<file path="src/rtl/store_buffer_if.sv">
// Bundles the store-enqueue, load-probe, drain and status signals of the store buffer.
// Store and drain channels are valid/ready: a beat transfers on a rising edge where both are high; the
// sender holds its payload stable while valid is high and ready is low. The load probe is a combinational query.
interface store_buffer_if #(
   parameter int DEPTH  = 4,
   parameter int ADDR_W = 32,
   parameter int DATA_W = 32
);
   localparam int DATA_BYTES = DATA_W / 8;
   localparam int CNT_W      = $clog2(DEPTH + 1);

   logic                  st_valid_i;
   logic                  st_ready_o;
   logic [3:0]            st_op_i;
   logic [ADDR_W-1:0]     st_addr_i;
   logic [DATA_W-1:0]     st_data_i;

   logic                  ld_valid_i;
   logic [3:0]            ld_op_i;
   logic [ADDR_W-1:0]     ld_addr_i;
   logic                  ld_hit_o;
   logic                  ld_stall_o;
   logic [DATA_W-1:0]     ld_data_o;

   logic                  mem_valid_o;
   logic                  mem_ready_i;
   logic [ADDR_W-1:0]     mem_addr_o;
   logic [DATA_W-1:0]     mem_wdata_o;
   logic [DATA_BYTES-1:0] mem_wen_o;

   logic                  misalign_o;
   logic                  empty_o;
   logic                  full_o;
   logic [CNT_W-1:0]      count_o;

   modport slave (
      input  st_valid_i, st_op_i, st_addr_i, st_data_i,
      input  ld_valid_i, ld_op_i, ld_addr_i,
      input  mem_ready_i,
      output st_ready_o, ld_hit_o, ld_stall_o, ld_data_o,
      output mem_valid_o, mem_addr_o, mem_wdata_o, mem_wen_o,
      output misalign_o, empty_o, full_o, count_o
   );

   modport master (
      output st_valid_i, st_op_i, st_addr_i, st_data_i,
      output ld_valid_i, ld_op_i, ld_addr_i,
      output mem_ready_i,
      input  st_ready_o, ld_hit_o, ld_stall_o, ld_data_o,
      input  mem_valid_o, mem_addr_o, mem_wdata_o, mem_wen_o,
      input  misalign_o, empty_o, full_o, count_o
   );
endinterface

</file>
<file path="src/rtl/store_buffer.sv">
// Circular store buffer: queues aligned stores, drains them oldest-first to data memory and
// forwards resident bytes to younger loads (youngest matching entry wins per byte lane).
module store_buffer #(
   parameter int DEPTH  = 4,
   parameter int ADDR_W = 32,
   parameter int DATA_W = 32
) (
   input logic clk,
   input logic rst_n,
   store_buffer_if.slave bus
);
   localparam int DATA_BYTES = DATA_W / 8;
   localparam int PTR_W      = $clog2(DEPTH);
   localparam int CNT_W      = $clog2(DEPTH + 1);

   // MEM_OP_t encoding shared with the decode stage.
   localparam logic [3:0] OP_LB  = 4'h0;
   localparam logic [3:0] OP_LH  = 4'h1;
   localparam logic [3:0] OP_LW  = 4'h2;
   localparam logic [3:0] OP_LBU = 4'h4;
   localparam logic [3:0] OP_LHU = 4'h5;
   localparam logic [3:0] OP_SB  = 4'h8;
   localparam logic [3:0] OP_SH  = 4'h9;
   localparam logic [3:0] OP_SW  = 4'hA;

   typedef enum logic [1:0] {SZ_B, SZ_H, SZ_W, SZ_NONE} size_t;

   function automatic logic [DATA_BYTES-1:0] lane_mask(input size_t size, input logic [1:0] lo);
      lane_mask = '0;
      case (size)
         SZ_B:    lane_mask = DATA_BYTES'(1) << lo;
         SZ_H:    lane_mask = DATA_BYTES'(3) << {lo[1], 1'b0};
         SZ_W:    lane_mask = {DATA_BYTES{1'b1}};
         default: lane_mask = '0;
      endcase
   endfunction

   logic [ADDR_W-1:0]     e_addr  [DEPTH];
   logic [DATA_W-1:0]     e_data  [DEPTH];
   logic [DATA_BYTES-1:0] e_be    [DEPTH];
   logic [DEPTH-1:0]      e_valid;

   logic [PTR_W-1:0] head, tail;
   logic [CNT_W-1:0] count;
   logic             misalign;

   size_t                 st_size, ld_size;
   logic                  st_mis, st_take, enq, pop;
   logic [DATA_W-1:0]     st_lane_data;
   logic [DATA_BYTES-1:0] st_be;

   always_comb begin
      st_size = SZ_NONE;
      case (bus.st_op_i)
         OP_SB:   st_size = SZ_B;
         OP_SH:   st_size = SZ_H;
         OP_SW:   st_size = SZ_W;
         default: st_size = SZ_NONE;
      endcase
      ld_size = SZ_NONE;
      case (bus.ld_op_i)
         OP_LB, OP_LBU: ld_size = SZ_B;
         OP_LH, OP_LHU: ld_size = SZ_H;
         OP_LW:         ld_size = SZ_W;
         default:       ld_size = SZ_NONE;
      endcase
   end

   always_comb begin
      st_mis = ((st_size == SZ_H) && bus.st_addr_i[0]) ||
               ((st_size == SZ_W) && (bus.st_addr_i[1:0] != 2'b00));
      st_be  = lane_mask(st_size, bus.st_addr_i[1:0]);
      st_lane_data = bus.st_data_i;
      case (st_size)
         SZ_B:    st_lane_data = {DATA_BYTES{bus.st_data_i[7:0]}};
         SZ_H:    st_lane_data = {(DATA_BYTES/2){bus.st_data_i[15:0]}};
         default: st_lane_data = bus.st_data_i;
      endcase
   end

   // A full buffer refuses stores outright, even when the head drains in the same cycle.
   assign st_take = bus.st_valid_i && bus.st_ready_o && (st_size != SZ_NONE);
   assign enq     = st_take && !st_mis;
   assign pop     = bus.mem_valid_o && bus.mem_ready_i;

   always_ff @(posedge clk or negedge rst_n) begin
      if (!rst_n) begin
         head     <= '0;
         tail     <= '0;
         count    <= '0;
         e_valid  <= '0;
         misalign <= 1'b0;
      end else begin
         misalign <= st_take && st_mis;
         if (enq) begin
            e_valid[tail] <= 1'b1;
            tail          <= tail + PTR_W'(1);
         end
         if (pop) begin
            e_valid[head] <= 1'b0;
            head          <= head + PTR_W'(1);
         end
         case ({enq, pop})
            2'b10:   count <= count + CNT_W'(1);
            2'b01:   count <= count - CNT_W'(1);
            default: count <= count;
         endcase
      end
   end

   // Payload storage needs no reset: e_valid alone decides residency.
   always_ff @(posedge clk) begin
      if (enq) begin
         e_addr[tail] <= {bus.st_addr_i[ADDR_W-1:2], 2'b00};
         e_data[tail] <= st_lane_data;
         e_be[tail]   <= st_be;
      end
   end

   assign bus.empty_o     = (count == '0);
   assign bus.full_o      = (count == CNT_W'(DEPTH));
   assign bus.st_ready_o  = !bus.full_o;
   assign bus.count_o     = count;
   assign bus.misalign_o  = misalign;
   assign bus.mem_valid_o = !bus.empty_o;
   assign bus.mem_addr_o  = e_addr[head];
   assign bus.mem_wdata_o = e_data[head];
   assign bus.mem_wen_o   = e_be[head];

   logic [DATA_BYTES-1:0] need, cov;
   logic [DATA_W-1:0]     fwd;
   logic [ADDR_W-1:0]     ld_word;
   logic [PTR_W-1:0]      idx;

   // Walk oldest to youngest so a younger matching entry overwrites an older one per lane.
   always_comb begin
      need    = lane_mask(ld_size, bus.ld_addr_i[1:0]);
      ld_word = {bus.ld_addr_i[ADDR_W-1:2], 2'b00};
      cov     = '0;
      fwd     = '0;
      idx     = '0;
      for (int i = 0; i < DEPTH; i++) begin
         idx = head + PTR_W'(i);
         if (e_valid[idx] && (e_addr[idx] == ld_word)) begin
            for (int b = 0; b < DATA_BYTES; b++) begin
               if (e_be[idx][b] && need[b]) begin
                  cov[b]         = 1'b1;
                  fwd[b*8 +: 8]  = e_data[idx][b*8 +: 8];
               end
            end
         end
      end
   end

   assign bus.ld_hit_o   = bus.ld_valid_i && (need != '0) && (cov == need);
   assign bus.ld_stall_o = bus.ld_valid_i && (cov != '0) && (cov != need);
   assign bus.ld_data_o  = bus.ld_hit_o ? fwd : '0;

endmodule
</file>
<file path="src/flat_wrapper.sv">
// flat-port wrapper written by rule: the top's interface ports become plain ports
module store_buffer_flat 
#(
   parameter int DEPTH  = 4,
   parameter int ADDR_W = 32,
   parameter int DATA_W = 32
)
  (clk, rst_n, bus_st_valid_i, bus_st_op_i, bus_st_addr_i, bus_st_data_i, bus_ld_valid_i, bus_ld_op_i, bus_ld_addr_i, bus_mem_ready_i, bus_st_ready_o, bus_ld_hit_o, bus_ld_stall_o, bus_ld_data_o, bus_mem_valid_o, bus_mem_addr_o, bus_mem_wdata_o, bus_mem_wen_o, bus_misalign_o, bus_empty_o, bus_full_o, bus_count_o);
  store_buffer_if #(.DEPTH(DEPTH), .ADDR_W(ADDR_W), .DATA_W(DATA_W)) bus_i ();
  input logic clk;
  input logic rst_n;
  input wire logic [$bits(bus_i.st_valid_i)-1:0] bus_st_valid_i;
  input wire logic [$bits(bus_i.st_op_i)-1:0] bus_st_op_i;
  input wire logic [$bits(bus_i.st_addr_i)-1:0] bus_st_addr_i;
  input wire logic [$bits(bus_i.st_data_i)-1:0] bus_st_data_i;
  input wire logic [$bits(bus_i.ld_valid_i)-1:0] bus_ld_valid_i;
  input wire logic [$bits(bus_i.ld_op_i)-1:0] bus_ld_op_i;
  input wire logic [$bits(bus_i.ld_addr_i)-1:0] bus_ld_addr_i;
  input wire logic [$bits(bus_i.mem_ready_i)-1:0] bus_mem_ready_i;
  output wire logic [$bits(bus_i.st_ready_o)-1:0] bus_st_ready_o;
  output wire logic [$bits(bus_i.ld_hit_o)-1:0] bus_ld_hit_o;
  output wire logic [$bits(bus_i.ld_stall_o)-1:0] bus_ld_stall_o;
  output wire logic [$bits(bus_i.ld_data_o)-1:0] bus_ld_data_o;
  output wire logic [$bits(bus_i.mem_valid_o)-1:0] bus_mem_valid_o;
  output wire logic [$bits(bus_i.mem_addr_o)-1:0] bus_mem_addr_o;
  output wire logic [$bits(bus_i.mem_wdata_o)-1:0] bus_mem_wdata_o;
  output wire logic [$bits(bus_i.mem_wen_o)-1:0] bus_mem_wen_o;
  output wire logic [$bits(bus_i.misalign_o)-1:0] bus_misalign_o;
  output wire logic [$bits(bus_i.empty_o)-1:0] bus_empty_o;
  output wire logic [$bits(bus_i.full_o)-1:0] bus_full_o;
  output wire logic [$bits(bus_i.count_o)-1:0] bus_count_o;
  assign bus_i.st_valid_i = bus_st_valid_i;
  assign bus_i.st_op_i = bus_st_op_i;
  assign bus_i.st_addr_i = bus_st_addr_i;
  assign bus_i.st_data_i = bus_st_data_i;
  assign bus_i.ld_valid_i = bus_ld_valid_i;
  assign bus_i.ld_op_i = bus_ld_op_i;
  assign bus_i.ld_addr_i = bus_ld_addr_i;
  assign bus_i.mem_ready_i = bus_mem_ready_i;
  assign bus_st_ready_o = bus_i.st_ready_o;
  assign bus_ld_hit_o = bus_i.ld_hit_o;
  assign bus_ld_stall_o = bus_i.ld_stall_o;
  assign bus_ld_data_o = bus_i.ld_data_o;
  assign bus_mem_valid_o = bus_i.mem_valid_o;
  assign bus_mem_addr_o = bus_i.mem_addr_o;
  assign bus_mem_wdata_o = bus_i.mem_wdata_o;
  assign bus_mem_wen_o = bus_i.mem_wen_o;
  assign bus_misalign_o = bus_i.misalign_o;
  assign bus_empty_o = bus_i.empty_o;
  assign bus_full_o = bus_i.full_o;
  assign bus_count_o = bus_i.count_o;
  store_buffer #(.DEPTH(DEPTH), .ADDR_W(ADDR_W), .DATA_W(DATA_W)) u_core (.clk(clk), .rst_n(rst_n), .bus(bus_i));
endmodule
</file>
<file path="config.mk">
export PLATFORM = sky130hd
export DESIGN_NAME = store_buffer_flat
export DESIGN_NICKNAME = d
export VERILOG_FILES = /design/src/rtl/store_buffer_if.sv /design/src/rtl/store_buffer.sv /design/src/flat_wrapper.sv
export SDC_FILE = /design/constraint.sdc
export NUM_CORES = 1
export LEC_CHECK = 0
export CAP_MARGIN = 15
export CELL_PAD_IN_SITES_DETAIL_PLACEMENT = 0
export CELL_PAD_IN_SITES_GLOBAL_PLACEMENT = 1
export CORE_ASPECT_RATIO = 0.75
export CORE_MARGIN = 1
export CORE_UTILIZATION = 43
export CTS_CLUSTER_SIZE = 28
export DETAILED_ROUTE_END_ITERATION = 12
export HOLD_SLACK_MARGIN = 0.1
export PLACE_DENSITY_LB_ADDON = 0.1
export SYNTH_ARGS = -nofsm -noshare
export SYNTH_HDL_FRONTEND = slang
export SYNTH_SLANG_ARGS = --single-unit
</file>
<file path="constraint.sdc">
create_clock -name clk -period 6.89 [get_ports clk]
set_input_delay 1.378 -clock clk [delete_from_list [all_inputs] [get_ports clk]]
set_output_delay 1.378 -clock clk [all_outputs]
set_load 0.02 [all_outputs]
</file>
==> results of run 1 <==
[layout make-up]
class | count | area, µm²
antenna | 1 | 2.50
inverter | 24 | 90.1
multi-input combinational | 899 | 10400
sequential | 276 | 8240
tap | 578 | 723
clock inverter | 19 | 144
clock buffer | 38 | 802
timing repair buffer | 295 | 3010
fill | 3678 | 20200
[layer usage]
layer | global-route usage, % | routed length, µm | vias up
met1 | 40.7 | 27700 | 7169
met5 | 1.85 | 110 | -
met3 | 6.30 | 5590 | 53
met2 | 37.9 | 26300 | 612
met4 | 4.82 | 911 | 2
li1 | - | - | 5897
[registers in the layout, indices dropped and copies added (netlist names)]
name,cells
u_core.bus.count_o,3
u_core.head,2
u_core.e_data,128
u_core.e_addr,120
u_core.e_be,16
u_core.tail,2
u_core.e_valid,4
u_core.bus.misalign_o,1
[per-stage QoR]
stage,utilization (%),worst slack [ns]
after floorplan,-,0.0502
after global placement,50.7,0.0518
after detailed placement,50.7,0.0414
after CTS,53.2,0.0329
after global routing,53.7,0.00489
final,53.7,0.209
[layout by cell type, fill, tap and decap left out, types with 18 or more instances in the layout]
cell / instances
clkbuf_16: 33
xnor2_1: 67
mux2i_1: 96
nand2_1: 77
buf_4: 67
edfxtp_1: 264
xor2_1: 37
inv_1: 22
dlymetal6s2s_1: 29
a221oi_1: 19
clkdlybuf4s50_1: 186
mux4_2: 228
nand3_1: 18
a21oi_1: 28
nor2_1: 38
mux2_2: 25
o22ai_1: 36
[logic make-up (layout without fill, tap and decap cells)]
family | after synthesis | in the layout | share of synthesized area (%)
muxes | 350 | 350 | 33.4
DFF | 276 | 276 | 43.0
adders and majority gates | 10 | 10 | 0.693
other | 1 | 3 | 0.0196
AOI/OAI and AO/OA | 192 | 192 | 8.00
and+or+nand+nor | 238 | 238 | 6.23
xor gates and xnor gates | 107 | 107 | 4.89
buffers and inverters | 132 | 376 | 3.84
[path summary, 6_finish.rpt]
check | from | end | slack (ns) | depth (start not counted)
max | bus_ld_addr_i[10] | bus_ld_data_o[6] | 0.21 | 14
min | u_core.bus.count_o[0] | u_core.bus.count_o[0] | 0.53 | 1
max reg2reg | u_core.bus.count_o[1] | u_core.e_addr[1][20] | 4.07 | 6
min reg2reg | u_core.bus.count_o[0] | u_core.bus.count_o[0] | 0.53 | 1
max in group asynchronous | rst_n | u_core.head[0] | 5.29 | 1
min in group asynchronous | rst_n | u_core.bus.misalign_o | 1.15 | 1
[what timing repair did]
item / CTS / global route
buffers inserted: 4 / 4
pin swaps: 1 / 4
gates resized for setup: 8 / 38
endpoints found under the setup margin: 32 / 33
gates cloned: 2 / 2
[power by group]
part | switching [mW] | internal [mW] | total [mW]
Combinational | 2.90 | 2.78 | 5.68
Clock | 0.679 | 0.895 | 1.57
Sequential | 0.0881 | 1.95 | 2.03
==> results.toml, run 1 <==
[floorplan]
initial_core_util_pct = 43.9
dieArea_um2 = 45400
ioPinCount = 219
coreArea_um2 = 43600
die_w_um = 246
row_count = 66
fp.dieH_um = 185

[power_and_ir_drop]
p_total_mw = 9.28
ir_worst_vdd_mv = 0.403
p_per_area_nw_per_um2 = 397
p_leak_nw = 8.13

[place]
place_congestion = 0.961
dpl-instance-area_um2 = 22100
io_buffers = 216
dp_hpwl_um = 43000
place_inst = 2060

[outcome]
status = "finished, final reports clean"

[finish]
final_cell_area_um2 = 23400
finalNetCount = 1646
final_cells = 2130
layout-drive-gt1-share_pct = 28.2
area_growth_pct = 22.2

[timing]
rsz0062_at_grt = "no"
fin_worst_hold_slack_ns = 0.527
slew_headroom_pct = 24.2
hold_viol = 0
period_minus_slack_ns = 6.68
period_share_pct = 97.0
fmax_ghz = 0.150
finalSetupTns_ns = 0
finalSetupViolations = 0
slew_violations = 0
fin_skew_ns = 0.0281
worst_pin_slew_ns = 1.14

[yosys]
yosys.area.top_type = "edfxtp_1"
syn-mean-instance-area_um2 = 14.7
synth_seq_area_share_pct = 43.0
synth_warnings = 0
synth_cell_types = 79
synthArstFlopShare_pct = 4.35
netlist_instances = 1306
ys_top_cells_by_count = "edfxtp_1, mux4_2, mux2i_1"
syn_area_um2 = 19200
synth_enable_flop_cells = 264
synth_top_area_share_pct = 41.4
yosysMostFrequentCell = "edfxtp_1"
synth.area.top_cells = "edfxtp_1, mux4_2, mux2i_1, xnor2_1, xor2_1"
ys_seq_elements = 276
synthFlopType = "edfxtp_1"

[clock_network]
clock_latency_ns = 0.59
tritoncts = "done"
ctsRootBufferMaster = "clkbuf_16"
cts_max_level = 1
cts_hold_buffers = 0
clock-sinks = 276
cts_buffers = 31
cts.clk_slew.worst_paths_ns = 0.06
cts_buffer_depth = 3

[critical_path]
critPathTopFamily = "buffers and inverters"
crit_buf_inv = 5
path_class = "primary input to output port"
path_cells = "clkdlybuf4s50_1 > inv_1 > a222oi_1 > a41oi_1 > nor4_1 > nand4_1 > buf_4 > or2_1 > or2_1 > a31oi_4 > o2111ai_4 > buf_12 > nor3_2 > clkdlybuf4s50_1"
worstPathRequired_ns = 5.51
cp_max_fo = 33
cp_data_arrival_time_ns = 5.30
worstSetupStartpointType = "primary input"
cp_slowest_cell = "clkdlybuf4s50_1"
slowest_delay_ns = 0.62
crit_path_end_kind = "output port"

[detailed_routing]
vias = 13733
drtIter0Drc = 1301
ant_nets = 0
finalWirelength_um = 60600
drc_errors = 0
wl_per_cell_um = 28.5
viasPerCell = 6.45
first_pass_iters = 5

[min_path]
hold_path.class = "register to register"

[global_routing]
antenna_found_initial = 3
grt_pass1_wl_um = 87900
grt_use_total_pct = 26.4
grt-ovfl-total = 0
grt_max_degree = 68
grt_pass1_vias = 13101

[run]
drv_cap = 0
Power figures use the tool's default switching activity.
==> inputs of run 2 (changes only) <==
PLACE_DENSITY = 0.73   (was unset)
PLACE_DENSITY_LB_ADDON = unset   (was 0.1)
==> run 2 against run 1 <==
Effect of this change: clock-buffer cell count is 6 lower; core utilization is 0.41 points higher; first-iteration DRC count is 20% higher; non-clock buffer count is 5 higher; routed wire length is 2.1% lower; worst hold slack better by 0.0056 ns; flip-flop and latch count stayed put; critical path type is now register to output port; cell count is 0.23% higher; via count is 0.33% higher; clock power is 15% higher; power is 0.57% higher; critical path depth is 2 higher.
==> results.toml, run 2 (synthesized netlist as in run 1, its figures left out) <==
[clock_network]
cts_max_level = 1
clock-sinks = 276
ctsRootBufferMaster = "clkbuf_16"
tritoncts = "done"
cts_buffer_depth = 3
clock_latency_ns = 0.59
cts.clk_slew.worst_paths_ns = 0.06
cts_buffers = 31
cts_hold_buffers = 0

[finish]
area_growth_pct = 23.1
final_cell_area_um2 = 23600
final_common_cell = "edfxtp_1"
regMostFlops = "u_core.e_data"
layout-drive-gt1-share_pct = 29.2
reg_top3 = "u_core.e_data x128, u_core.e_addr x120, u_core.e_be x16"
largest_register_ffs = 128
fillerInstances = 3552
layout_common_cells = "edfxtp_1, mux4_2, clkdlybuf4s50_1, mux2i_1, nand2_1"
utilization_pct = 54.1
finalNetCount = 1651

[run]
drv_cap = 0

[critical_path]
crit_top_cell = "buf_4"
crit_path_end_kind = "output port"
worstPathRequired_ns = 5.51
worstSetupStartpointType = "register"
slowest_delay_ns = 0.66
reg2reg_slack_ns = 4.06
cp_data_arrival_time_ns = 5.33
cp_max_fo = 6
crit_buf_inv = 5
path_class = "register to output port"
critPathTopFamily = "buffers and inverters"
path_cells = "inv_2 > ha_4 > buf_4 > mux4_2 > xnor2_1 > nor4_1 > buf_4 > o2111ai_1 > nor4_2 > buf_4 > and3_1 > nand2b_1 > a211o_1 > o2111ai_4 > a311oi_2 > clkdlybuf4s50_1"
cp_slowest_cell = "clkdlybuf4s50_1"

[detailed_routing]
viasPerCell = 6.45
vias = 13778
first_pass_iters = 5
drtIter0Drc = 1558
ant_nets = 0
drc_errors = 0
wl_per_cell_um = 27.8
finalWirelength_um = 59400

[timing]
slew_headroom_pct = 27.5
period_share_pct = 97.3
fin_skew_ns = 0.0160
hold_viol = 0
worst_pin_slew_ns = 1.09
fin_worst_hold_slack_ns = 0.533
slew_violations = 0
finalSetupViolations = 0
period_minus_slack_ns = 6.71
rsz0062_at_grt = "no"
fmax_ghz = 0.149

[place]
dp_hpwl_um = 42500
place_congestion = 0.958
dpl-instance-area_um2 = 22300
io_buffers = 216

[global_routing]
grt_pass1_wl_um = 87200
grt_max_degree = 144
grt_use_total_pct = 25.9
grt_pass1_vias = 13279
grt-ovfl-total = 0
antenna_found_initial = 2

[min_path]
hold_path.class = "register to register"

[floorplan]
coreArea_um2 = 43600
ioPinCount = 219
dieArea_um2 = 45400
initial_core_util_pct = 43.9
die_w_um = 246
row_count = 66
fp.dieH_um = 185

[outcome]
status = "finished, final reports clean"

[power_and_ir_drop]
ir_worst_vdd_mv = 0.466
p_total_mw = 9.34
p_leak_nw = 8.15
p_per_area_nw_per_um2 = 396
run 2: power breakdown:
group | internal (mW) | switching (mW) | leakage [nW]
sequential | 1.95 | 0.0896 | 2.53
clock | 1.12 | 0.694 | 0.536
combinational | 2.70 | 2.80 | 5.08
total | 5.76 | 3.58 | 8.15
run 2: final timing paths:
kind | startpoint | endpoint | cells past startpoint
max | u_core.head[0] | bus_ld_data_o[23] | 16
min | u_core.bus.count_o[2] | u_core.bus.count_o[2] | 1
max reg2reg | u_core.bus.count_o[0] | u_core.e_addr[2][26] | 6
min reg2reg | u_core.bus.count_o[2] | u_core.bus.count_o[2] | 1
max in group asynchronous | rst_n | u_core.head[1] | 1
min in group asynchronous | rst_n | u_core.e_valid[0] | 1
run 2: repair_timing:
item | CTS | global route
endpoints found under the setup margin | 32 | 33
gates cloned | 0 | 1
resized for setup | 7 | 35
setup buffers | 3 | 1
pin swaps | 2 | 2
run 2: layer usage:
layer  routed length (µm)  global-route usage [%]  up-vias
met2                25500                    36.5      640
met4                 1260                    5.32        0
li1                     -                       -     5910
met3                 6060                    6.84       67
met5                    0                   0.109        -
met1                26600                    39.7     7161
run 2: layout make-up:
cell class                      count  area [µm²]  share of cell area (%)
Sequential cell                   276        8240                    34.9
Clock inverter                     24         329                    1.40
Multi-Input combinational cell    899       10400                    44.1
Antenna cell                        2        5.00                  0.0212
Timing Repair Buffer              300        3020                    12.8
Tap cell                          578         723                    3.07
Clock buffer                       32         779                    3.31
Inverter                           24        90.1                   0.382
run 2: through the flow:
stage	instances	worst slack, ns	TNS [ns]
finish	2135	0.185	0
global placement	2071	0.0547	0
CTS	2130	0.0166	0
detailed placement	2071	-0.0801	-0.292
floorplan	1307	0.0502	0
global route	2134	0.0242	0
==> inputs of run 3 (changes only) <==
CELL_PAD_IN_SITES_DETAIL_PLACEMENT = 1   (was 0)
CELL_PAD_IN_SITES_GLOBAL_PLACEMENT = 2   (was 1)
CORE_UTILIZATION = 37   (was 43)
==> run 3 against run 2 <==
Effect of this change: routed wire length grew 8.3%; flip-flop and latch count is the same; worst hold slack lost 0.0019 ns; sequential power is essentially flat; clock power is essentially flat; global-route usage shrank 1.7 points; design area grew 0.81%.
==> results.toml, run 3 (synthesized netlist as in run 1, its figures left out) <==
[timing]
hold_viol = 0
fin_skew_ns = 0.0241
slew_violations = 0
period_minus_slack_ns = 6.68
fin_worst_hold_slack_ns = 0.531
slew_headroom_pct = 30.3
fmax_ghz = 0.150
worst_pin_slew_ns = 1.05
finalSetupTns_ns = 0
period_share_pct = 97.0
finalSetupViolations = 0
rsz0062_at_grt = "no"

[clock_network]
cts.clk_slew.worst_paths_ns = 0.06
cts_buffers = 34
cts_max_level = 2
clock-sinks = 276
cts_buffer_depth = 3
ctsRootBufferMaster = "clkbuf_16"
tritoncts = "done"
clock_latency_ns = 0.54

[power_and_ir_drop]
seqPwrFrac_pct = 21.3
p_leak_nw = 8.17
intPower_mw = 5.83
switching_share_pct = 38.9
p_per_area_nw_per_um2 = 401
p_total_mw = 9.54
ir_worst_vdd_mv = 0.411
comb_power_share_pct = 59.6
clock_power_share_pct = 19.1
p_sw_mw = 3.71

[finish]
layout-drive-gt1-share_pct = 29.6
largest_register_ffs = 128
area_growth_pct = 24.1
regMostFlops = "u_core.e_data"
reg_top3 = "u_core.e_data x128, u_core.e_addr x120, u_core.e_be x16"
final_common_cell = "edfxtp_1"
utilization_pct = 47.0
finalNetCount = 1667
layout_common_cells = "edfxtp_1, mux4_2, clkdlybuf4s50_1, mux2i_1, buf_4"

[min_path]
hold_path.class = "register to register"
worstHoldStart = "u_core.bus.count_o[0]"

[global_routing]
grt_pass1_vias = 14008
antenna_found_initial = 3
grt_pass1_wl_um = 93700
grt-ovfl-total = 0
grt_use_total_pct = 24.2
grt_max_degree = 139

[critical_path]
cp_max_fo = 30
r2r-start = "u_core.bus.count_o[0]"
crit_start = "bus_ld_addr_i[10]"
worstPathRequired_ns = 5.51
path_cells = "clkdlybuf4s50_1 > inv_1 > buf_4 > a222oi_1 > a41oi_1 > nor4_1 > nand4_1 > or2_1 > or2_1 > a31oi_4 > o2111ai_4 > buf_12 > a311oi_2 > clkdlybuf4s50_1"
cp_data_arrival_time_ns = 5.31
cp_slowest_cell = "clkdlybuf4s50_1"
slowest_delay_ns = 0.63
crit_path_end_kind = "output port"
path_class = "primary input to output port"
worstSetupStartpointType = "primary input"

[floorplan]
dieArea_um2 = 52700
ioPinCount = 219
initial_core_util_pct = 37.8
die_w_um = 265
row_count = 71
fp.dieH_um = 199
coreArea_um2 = 50600

[detailed_routing]
ant_nets = 0
drc_errors = 0
viasPerCell = 6.20
first_pass_iters = 6
wl_per_cell_um = 28.8
finalWirelength_um = 64300
drtIter0Drc = 1201
vias = 13832

[run]
drv_cap = 0

[outcome]
status = "finished, final reports clean"

[place]
place_congestion = 0.943
io_buffers = 216
dp_hpwl_um = 46600
-- run 3: cell count changes in the layout (fill, tap and decap cells not counted), sizes merged, moves of 3 or more --
cell / delta
bufinv: -4
buf: +13
clkbuf: +10
clkdlybuf4s50: +3
dlymetal6s2s: -3
-- run 3: final cells by class --
type | count | area [µm²]
Sequential cell | 276 | 8240
Clock inverter | 18 | 189
Tap cell | 657 | 822
Timing Repair Buffer | 313 | 3110
Clock buffer | 42 | 945
Multi-Input combinational cell | 899 | 10400
Inverter | 24 | 90.1
Fill cell | 5047 | 26900
Antenna cell | 3 | 7.51
-- run 3: final timing paths --
kind | end | depth (start not counted) | slack (ns)
min in group asynchronous | u_core.bus.count_o[1] | 1 | 1.26
max in group asynchronous | u_core.head[1] | 1 | 5.12
max | bus_ld_data_o[16] | 14 | 0.21
min reg2reg | u_core.bus.count_o[0] | 1 | 0.53
min | u_core.bus.count_o[0] | 1 | 0.53
max reg2reg | u_core.e_data[0][18] | 6 | 4.06
-- run 3: per-layer routing --
| layer | track usage, % | vias to the layer above | routed length, µm |
|---|---|---|---|
| li1 | - | 5933 | - |
| met3 | 4.35 | 69 | 4670 |
| met5 | 0 | - | 12 |
| met4 | 5.14 | 2 | 1050 |
| met2 | 36.1 | 523 | 28700 |
| met1 | 36.7 | 7305 | 29800 |
-- run 3: power by group through the flow --
| stage | combinational (mW) | clock (mW) | sequential [mW] |
|---|---|---|---|
| CTS | 5.59 | 1.86 | 2.03 |
| global route | 6.03 | 1.92 | 2.04 |
| floorplan | 4.06 | 0 | 2.04 |
| finish | 5.68 | 1.82 | 2.03 |
| global placement | 5.47 | 0 | 2.07 |
| detailed placement | 5.51 | 0 | 2.08 |
-- run 3: per-stage QoR --
stage | instance area (µm²) | cells | setup slack (ns)
after floorplan | 19300 | 1307 | 0.0502
after global placement | 22400 | 2161 | 0.156
after detailed placement | 22400 | 2161 | 0.100
after CTS | 23600 | 2224 | 0.0635
after global routing | 23800 | 2230 | 0.00191
final | 23800 | 2232 | 0.207
-- run 3: critical path: cells and delay by family --
kind / cells / cell delay (ns)
buffers and inverters: 5 / 1.67
and+or+nand+nor: 4 / 1.21
AOI/OAI and AO/OA: 5 / 1.01
-- run 3: timing repair --
action,4_1_cts,5_1_grt
setup buffers,3,4
hold buffers,0,0
setup endpoints to repair,33,32
hold endpoints to repair,0,0
resized for setup,6,35
cloned,0,1
pin swaps,0,2
